## config.mk

```make
export PLATFORM = sky130hd
export DESIGN_NAME = seq_word_encoder
export DESIGN_NICKNAME = d
export VERILOG_FILES = /design/src/rtl/seq_word_encoder_pkg.sv /design/src/rtl/seq_word_encoder_jmp.sv /design/src/rtl/seq_word_encoder.sv
export SDC_FILE = /design/constraint.sdc
export NUM_CORES = 1
export LEC_CHECK = 0
export ABC_AREA = 1
export CAP_MARGIN = 0
export CORE_MARGIN = 3
export CORE_UTILIZATION = 46
export DETAILED_ROUTE_END_ITERATION = 10
export GPL_ROUTABILITY_DRIVEN = 0
export PLACE_DENSITY = 0.85
export SLEW_MARGIN = 20
export SYNTH_ARGS = -nofsm -noshare
export SYNTH_HDL_FRONTEND = slang
export SYNTH_HIERARCHICAL = 1
export SYNTH_SLANG_ARGS = --single-unit
```

## constraint.sdc

```tcl
create_clock -name clk_i -period 2.5 [get_ports clk_i]
set_clock_uncertainty 0.1 [all_clocks]
set_input_delay 0.5 -clock clk_i [delete_from_list [all_inputs] [get_ports clk_i]]
set_output_delay 0.5 -clock clk_i [all_outputs]
set_load 0.005 [all_outputs]
```

## src/rtl/seq_word_encoder_pkg.sv

```systemverilog
// Shared sequencer word types and helpers for the program-memory word encoder.
// Word layout (MSB..LSB): cmd_type[1:0], instr[2:0], cnfg{rsvd[1:0], jmp_dir}, data[7:0].
package seq_word_encoder_pkg;

   localparam int DATA_W = 8;
   localparam int JMP_W  = 6;

   typedef enum logic [1:0] {
      CMD_NOP   = 2'd0,
      RUN_INSTR = 2'd1,
      CMD_WAIT  = 2'd2,
      CMD_HALT  = 2'd3
   } cmd_t;

   typedef enum logic [2:0] {
      INSTR_NOP        = 3'd0,
      INSTR_WRITE      = 3'd1,
      INSTR_READ       = 3'd2,
      INSTR_COMP_JMP   = 3'd3,
      INSTR_UNCOND_JMP = 3'd4,
      INSTR_SET        = 3'd5,
      INSTR_CLR        = 3'd6,
      INSTR_TRIG       = 3'd7
   } instr_t;

   typedef logic [DATA_W-1:0] instr_data_t;

   typedef enum logic {
      JUMP_FWD  = 1'b0,
      JUMP_BACK = 1'b1
   } jmp_dir_t;

   typedef struct packed {
      logic [1:0] rsvd;
      jmp_dir_t   jmp_dir;
   } cnfg_t;

   typedef struct packed {
      cmd_t        cmd_type;
      instr_t      instr;
      cnfg_t       cnfg;
      instr_data_t data;
   } seq_word_t;

   typedef enum logic [1:0] {
      ERR_NONE      = 2'd0,
      ERR_JMP_RANGE = 2'd1,
      ERR_OVERFLOW  = 2'd2
   } enc_err_t;

   typedef enum logic [1:0] {
      IDLE   = 2'd0,
      ACCEPT = 2'd1,
      FLUSH  = 2'd2,
      ERROR  = 2'd3
   } enc_state_t;

   function automatic int get_word_width();
      return $bits(seq_word_t);
   endfunction

   function automatic int get_jmp_width();
      return JMP_W;
   endfunction

   function automatic logic is_jump_instr(input instr_t instr);
      return (instr == INSTR_COMP_JMP) || (instr == INSTR_UNCOND_JMP);
   endfunction

   // Non-RUN_INSTR commands carry no instruction, so that field is forced to NOP.
   function automatic seq_word_t build_word(input cmd_t cmd, input instr_t instr,
                                            input instr_data_t data);
      seq_word_t word;
      word          = '0;
      word.cmd_type = cmd;
      word.instr    = (cmd == RUN_INSTR) ? instr : INSTR_NOP;
      word.data     = data;
      return word;
   endfunction

endpackage

```

## src/rtl/seq_word_encoder_jmp.sv

```systemverilog
// seq_jmp_resolve: turns an absolute jump target into a relative magnitude and
// direction for the word being written at the current write pointer.
module seq_jmp_resolve
   import seq_word_encoder_pkg::*;
#(
   parameter int ADDR_W = 8
) (
   input  logic [ADDR_W:0]   i_wr_ptr,
   input  logic [ADDR_W-1:0] i_target,
   output logic [JMP_W-1:0]  o_magnitude,
   output jmp_dir_t          o_dir,
   output logic              o_range_err
);

   localparam int unsigned JMP_MAX = (32'd1 << get_jmp_width()) - 32'd1;

   logic [ADDR_W:0] w_target_ext;
   logic [ADDR_W:0] w_diff;

   assign w_target_ext = {1'b0, i_target};

   always_comb begin
      if (w_target_ext < i_wr_ptr) begin
         o_dir  = JUMP_BACK;
         w_diff = i_wr_ptr - w_target_ext;
      end else begin
         o_dir  = JUMP_FWD;
         w_diff = w_target_ext - i_wr_ptr;
      end
   end

   // Range is judged on the full-width difference, before it is narrowed to the field.
   assign o_range_err = (32'(w_diff) > JMP_MAX);
   assign o_magnitude = JMP_W'(w_diff);

endmodule

```

## src/rtl/seq_word_encoder.sv

```systemverilog
// Packs host field sets into sequencer words and writes them to program RAM.
// Optional running XOR checksum of written words: SEQ_WORD_ENCODER_CHECKSUM_EN.
module seq_word_encoder
   import seq_word_encoder_pkg::*;
#(
   parameter int          ADDR_W    = 8,
   parameter int unsigned BASE_ADDR = 0
) (
   input  logic                        clk_i,
   input  logic                        rst_ni,
   input  logic                        start_i,
   input  logic                        s_valid_i,
   output logic                        s_ready_o,
   input  cmd_t                        s_cmd_i,
   input  instr_t                      s_instr_i,
   input  instr_data_t                 s_data_i,
   input  logic [ADDR_W-1:0]           s_jmp_target_i,
   input  logic                        s_last_i,
   output logic                        mem_we_o,
   output logic [ADDR_W-1:0]           mem_addr_o,
   output logic [get_word_width()-1:0] mem_wdata_o,
   output logic                        busy_o,
   output logic                        done_o,
   output logic                        err_o,
   output logic [1:0]                  err_code_o,
   output logic [ADDR_W:0]             words_o,
   output logic [get_word_width()-1:0] checksum_o
);

   localparam int              WORD_W   = get_word_width();
   localparam logic [ADDR_W:0] BASE_PTR = (ADDR_W+1)'(BASE_ADDR);
   localparam logic [ADDR_W:0] LAST_PTR = {1'b0, {ADDR_W{1'b1}}};
   localparam logic [ADDR_W:0] PTR_ONE  = (ADDR_W+1)'(1);

   enc_state_t        r_state;
   enc_err_t          r_err;
   logic              r_ready;
   logic              r_we;
   logic              r_done;
   logic [ADDR_W-1:0] r_addr;
   logic [WORD_W-1:0] r_wdata;
   logic [ADDR_W:0]   r_wr_ptr;
   logic [ADDR_W:0]   r_words;

   logic              w_handshake;
   logic              w_jump;
   logic [JMP_W-1:0]  w_jmp_mag;
   jmp_dir_t          w_jmp_dir;
   logic              w_jmp_range_err;
   seq_word_t         w_word;

   seq_jmp_resolve #(
      .ADDR_W (ADDR_W)
   ) u_jmp_resolve (
      .i_wr_ptr    (r_wr_ptr),
      .i_target    (s_jmp_target_i),
      .o_magnitude (w_jmp_mag),
      .o_dir       (w_jmp_dir),
      .o_range_err (w_jmp_range_err)
   );

   assign w_handshake = s_valid_i && r_ready && (r_state == ACCEPT);
   assign w_jump      = (s_cmd_i == RUN_INSTR) && is_jump_instr(s_instr_i);

   always_comb begin
      w_word = build_word(s_cmd_i, s_instr_i, s_data_i);
      if (w_jump) begin
         w_word.data         = {{(DATA_W-JMP_W){1'b0}}, w_jmp_mag};
         w_word.cnfg.jmp_dir = w_jmp_dir;
      end
   end

   // start_i wins over everything else; a write registered in the previous cycle
   // is already on the memory port, so it still lands before the restart.
   always_ff @(posedge clk_i or negedge rst_ni) begin
      if (!rst_ni) begin
         r_state  <= IDLE;
         r_err    <= ERR_NONE;
         r_ready  <= 1'b0;
         r_we     <= 1'b0;
         r_done   <= 1'b0;
         r_addr   <= BASE_PTR[ADDR_W-1:0];
         r_wdata  <= '0;
         r_wr_ptr <= BASE_PTR;
         r_words  <= '0;
      end else begin
         r_we   <= 1'b0;
         r_done <= 1'b0;
         if (start_i) begin
            r_state  <= ACCEPT;
            r_err    <= ERR_NONE;
            r_ready  <= 1'b1;
            r_wr_ptr <= BASE_PTR;
            r_words  <= '0;
         end else begin
            case (r_state)
               IDLE: begin
                  r_ready <= 1'b0;
               end
               ACCEPT: begin
                  if (w_handshake) begin
                     if (w_jump && w_jmp_range_err) begin
                        r_err   <= ERR_JMP_RANGE;
                        r_state <= ERROR;
                        r_ready <= 1'b0;
                     end else begin
                        r_we     <= 1'b1;
                        r_addr   <= r_wr_ptr[ADDR_W-1:0];
                        r_wdata  <= w_word;
                        r_wr_ptr <= r_wr_ptr + PTR_ONE;
                        r_words  <= r_words + PTR_ONE;
                        if (s_last_i) begin
                           r_state <= FLUSH;
                           r_ready <= 1'b0;
                        end else if (r_wr_ptr == LAST_PTR) begin
                           r_err   <= ERR_OVERFLOW;
                           r_state <= ERROR;
                           r_ready <= 1'b0;
                        end
                     end
                  end
               end
               FLUSH: begin
                  r_done  <= 1'b1;
                  r_ready <= 1'b0;
                  r_state <= IDLE;
               end
               ERROR: begin
                  r_ready <= 1'b0;
               end
               default: begin
                  r_state <= IDLE;
                  r_ready <= 1'b0;
               end
            endcase
         end
      end
   end

`ifdef SEQ_WORD_ENCODER_CHECKSUM_EN
   logic [WORD_W-1:0] r_checksum;

   // Folds in each word as it appears on the memory port, so it is complete by done_o.
   always_ff @(posedge clk_i or negedge rst_ni) begin
      if (!rst_ni) begin
         r_checksum <= '0;
      end else if (start_i) begin
         r_checksum <= '0;
      end else if (r_we) begin
         r_checksum <= r_checksum ^ r_wdata;
      end
   end

   assign checksum_o = r_checksum;
`else
   assign checksum_o = '0;
`endif

   assign s_ready_o   = r_ready;
   assign mem_we_o    = r_we;
   assign mem_addr_o  = r_addr;
   assign mem_wdata_o = r_wdata;
   assign busy_o      = (r_state != IDLE);
   assign done_o      = r_done;
   assign err_o       = (r_err != ERR_NONE);
   assign err_code_o  = r_err;
   assign words_o     = r_words;

endmodule

```

==> flow_metrics.env <==
export IMPL_outcome="complete, but fails checks"
export IMPL_violations="negative setup slack"
export IMPL_ys_warn_count=6
export IMPL_p_comb_frac=0.309
export IMPL_slew_viol_final=0
export IMPL_worst_pin_slew_ns=0.700
export IMPL_clock_path_buffers=2
export IMPL_p_int_uw=1610
export IMPL_cts_buffers=5
export IMPL_total_power_uw=2300
export IMPL_hold_buffers=0
export IMPL_numPortBuffers=63
export IMPL_grt_first_pass_wirelength_mm=15.2
export IMPL_fmax_mhz=372
export IMPL_fp_dieH_um=92.8
export IMPL_crit_chain="buf_12 -> ha_4 -> inv_2 -> fa_2 -> nand2_2 -> nand2_2 -> nand3_2 -> nand2_1 -> nand2_1 -> nand2_1 -> nand2_1 -> nand2_1 -> nor2_1 -> nand2_2 -> nand3_4 -> nand2_4 -> buf_6 -> nor2_4 -> buf_12 -> nand3_1 -> nand2_1"
export IMPL_slowest_stage="dfrtp_2"
export IMPL_crit_top_cell="nand2_1"
export IMPL_powerDensity_nw_per_um2=460
export IMPL_power_leakage_uw=0.00252
export IMPL_num_rows=31
export IMPL_antenna_found_initial=0
export IMPL_clk_pin_slew_ns=0.09
export IMPL_io_pins=82
export IMPL_hpwl_mm=6.75
export IMPL_stdcell_count=675
export IMPL_grt_max_degree=33
export IMPL_fin_crit_sh=1.07
export IMPL_regToRegSetupSlack_ns=-0.19
export IMPL_cp_end_kind="flop"
export IMPL_cp_num_buf_inv=4
export IMPL_setup_viol=45
export IMPL_drc_errors=0
export IMPL_nets=622
export IMPL_ys_ff_latch=47
export IMPL_syn_area_um2=3470
export IMPL_crit_path_max_incr_delay_ns=0.42
export IMPL_rsz0062_at_grt="true"
export IMPL_synth_cell_types=35
export IMPL_path_class="flop to flop"
export IMPL_syn_area_per_cell_um2=7.41
export IMPL_worst_endpoint_arrival_ns=2.83
export IMPL_cts_htree_levels=2
export IMPL_fin_util=0.686
export IMPL_cts_sinks=47
export IMPL_antenna_left=0
export IMPL_critical_path_top_delay_family="simple AND/OR/NAND/NOR gates"
export IMPL_min_path_type="primary input to async pin"
export IMPL_area_growth_pct=44.2
export IMPL_fin_crit_ns=2.69
export IMPL_seqPwrFrac=0.399
export IMPL_grt_pass1_vias=3429
export IMPL_syn_inst=468
export IMPL_drt_first_pass_iters=6
export IMPL_drt_iter0_markers=232
export IMPL_maxSlewHeadroom=0.533
export IMPL_worst_slack_ns=-0.187
export IMPL_core_region_area_um2=7290
export IMPL_cp_start_kind="flop"
export IMPL_switching_share=0.298
export IMPL_routed_via_count=3498
export IMPL_via_per_inst=5.18
export IMPL_p_sw_uw=686
export IMPL_root_buffer="clkbuf_8"
export IMPL_cap_violations=0
export IMPL_dp_cells=655
export IMPL_seq_area_frac_synth=0.339
export IMPL_worst_ep_required_time_ns=2.64
export IMPL_worstPathMaxFanout=14
export IMPL_clk_latency_ns=0.31
export IMPL_ir_drop_uv=300
export IMPL_clkPwrFrac=0.292
export IMPL_diodes=0
export IMPL_drive_gt1_frac=0.267
export IMPL_grt_util_all_layers=0.216
export IMPL_cts_tree="yes"
export IMPL_report_final_hold_viol_count=0
export IMPL_die_width_um=92.8
export IMPL_wl_mm=10.5
export IMPL_dieArea_um2=8610
export IMPL_gr_total_overflow=0
export IMPL_place_ws_ns=-0.754
export IMPL_wl_per_cell_um=15.6
export IMPL_start_util=0.475
cell usage in the layout (no fill, tap or decap), drive strengths merged:
cell / synthesis / layout
o21ai: 34 / 34
buf: 28 / 44
a21oi: 7 / 7
conb: 1 / 18
or2: 4 / 4
nand4: 5 / 5
a21boi: 1 / 1
nor3: 1 / 1
fa: 2 / 2
inv: 67 / 67
clkdlybuf4s15: 0 / 1
nor4: 1 / 1
o21bai: 1 / 1
nand3: 40 / 40
dfrtp: 47 / 47
clkdlybuf4s50: 0 / 54
clkbuf: 1 / 9
bufinv: 0 / 2
ha: 19 / 19
xor2: 14 / 14
nor2: 25 / 25
dlygate4sd2: 0 / 7
nand2: 167 / 170
a21o: 2 / 2
clkinv: 1 / 1
final cells by class:
type                    instances  area, um^2
repair buffers                109        1090
inverters                      68         258
clock buffers                   6        72.6
well taps                      99         124
flip-flops and latches         47        1180
multi-input cells             344        2220
fillers                       551        2290
clock inverters                 2        60.1
sequential cells by signal (all words and copies together), names as in the netlist:
name         cells
r_state          2
words_o          9
err_code_o       2
mem_wdata_o     14
done_o           1
r_wr_ptr         9
mem_addr_o       8
s_ready_o        1
mem_we_o         1
worst reg2reg max path, delay by kind of cell (launching register included):
kind,cells,cell delay [ns]
AND/OR/NAND/NOR,15,1.20
adder cells (fa/ha/maj),2,0.46
buffers and inverters,4,0.44
flip-flops,1,0.42
metrics by stage:
step                      TNS (ns)  hold WS (ns)  area, um^2
final                        -5.99         0.129        5000
after global routing        -10.93         0.186        5000
after CTS                   -0.459         0.164        4720
after detailed placement    -30.48         0.359        4400
after global placement      -25.21         0.355        4400
after floorplan                  0         0.104        3560
what timing repair did:
action                     4_1_cts  5_1_grt
setup endpoints to repair       46       46
pin swaps                        5        4
setup buffers                    3        2
resized for setup               36       54
cloned                           2        5
synthesized netlist by cell type, drive strengths merged:
cell | count | area [um^2]
nand4 | 5 | 31.3
or2 | 4 | 25.0
fa | 2 | 40.0
dfrtp | 47 | 1180
nor3 | 1 | 5.00
nor4 | 1 | 6.26
clkinv | 1 | 3.75
a21boi | 1 | 11.3
xor2 | 14 | 123
a21o | 2 | 15.0
nand3 | 40 | 228
ha | 19 | 238
inv | 67 | 251
nand2 | 167 | 679
a21oi | 7 | 46.3
o21bai | 1 | 7.51
conb | 1 | 3.75
o21ai | 34 | 200
nor2 | 25 | 143
clkbuf | 1 | 5.00
buf | 28 | 229
worst paths after layout:
check                                from             end  depth (start not counted)
max in group asynchronous          rst_ni   mem_addr_o[1]                          2
min reg2reg                mem_wdata_o[7]  mem_wdata_o[7]                          2
max                           r_wr_ptr[0]  mem_wdata_o[6]                         21
min                                rst_ni   err_code_o[0]                          1
min in group clk_i         mem_wdata_o[7]  mem_wdata_o[7]                          2
max reg2reg                   r_wr_ptr[0]  mem_wdata_o[6]                         21
logic make-up (layout without fill, tap and decap cells):
kind of cell | Yosys count | after routing | synth area share
AOI/OAI and AO/OA | 45 | 45 | 0.0808
xor gates and xnor gates | 14 | 14 | 0.0354
and+or+nand+nor | 243 | 246 | 0.322
other | 1 | 18 | 0.00108
adders and majority gates | 21 | 21 | 0.0801
buffers and inverters | 97 | 185 | 0.141
DFF | 47 | 47 | 0.339
power by group through the flow:
stage          Sequential (uW)  Clock [uW]  Combinational (uW)
4_1_cts                    895         661                 623
3_3_place_gp               908           0                 557
3_5_place_dp               910           0                 584
5_1_grt                    926         693                 765
2_1_floorplan              913           0                 281
6_report                   918         670                 710
metal layers:
| metal | GRT usage | vias to the layer above | routed length, um |
|---|---|---|---|
| met5 | 0 | - | 0 |
| met4 | 0.0879 | 0 | 263 |
| met2 | 0.407 | 144 | 5800 |
| met3 | 0.0333 | 28 | 529 |
| met1 | 0.238 | 1694 | 3920 |
| li1 | - | 1632 | - |
No activity file was read; power rests on OpenSTA's default activity.
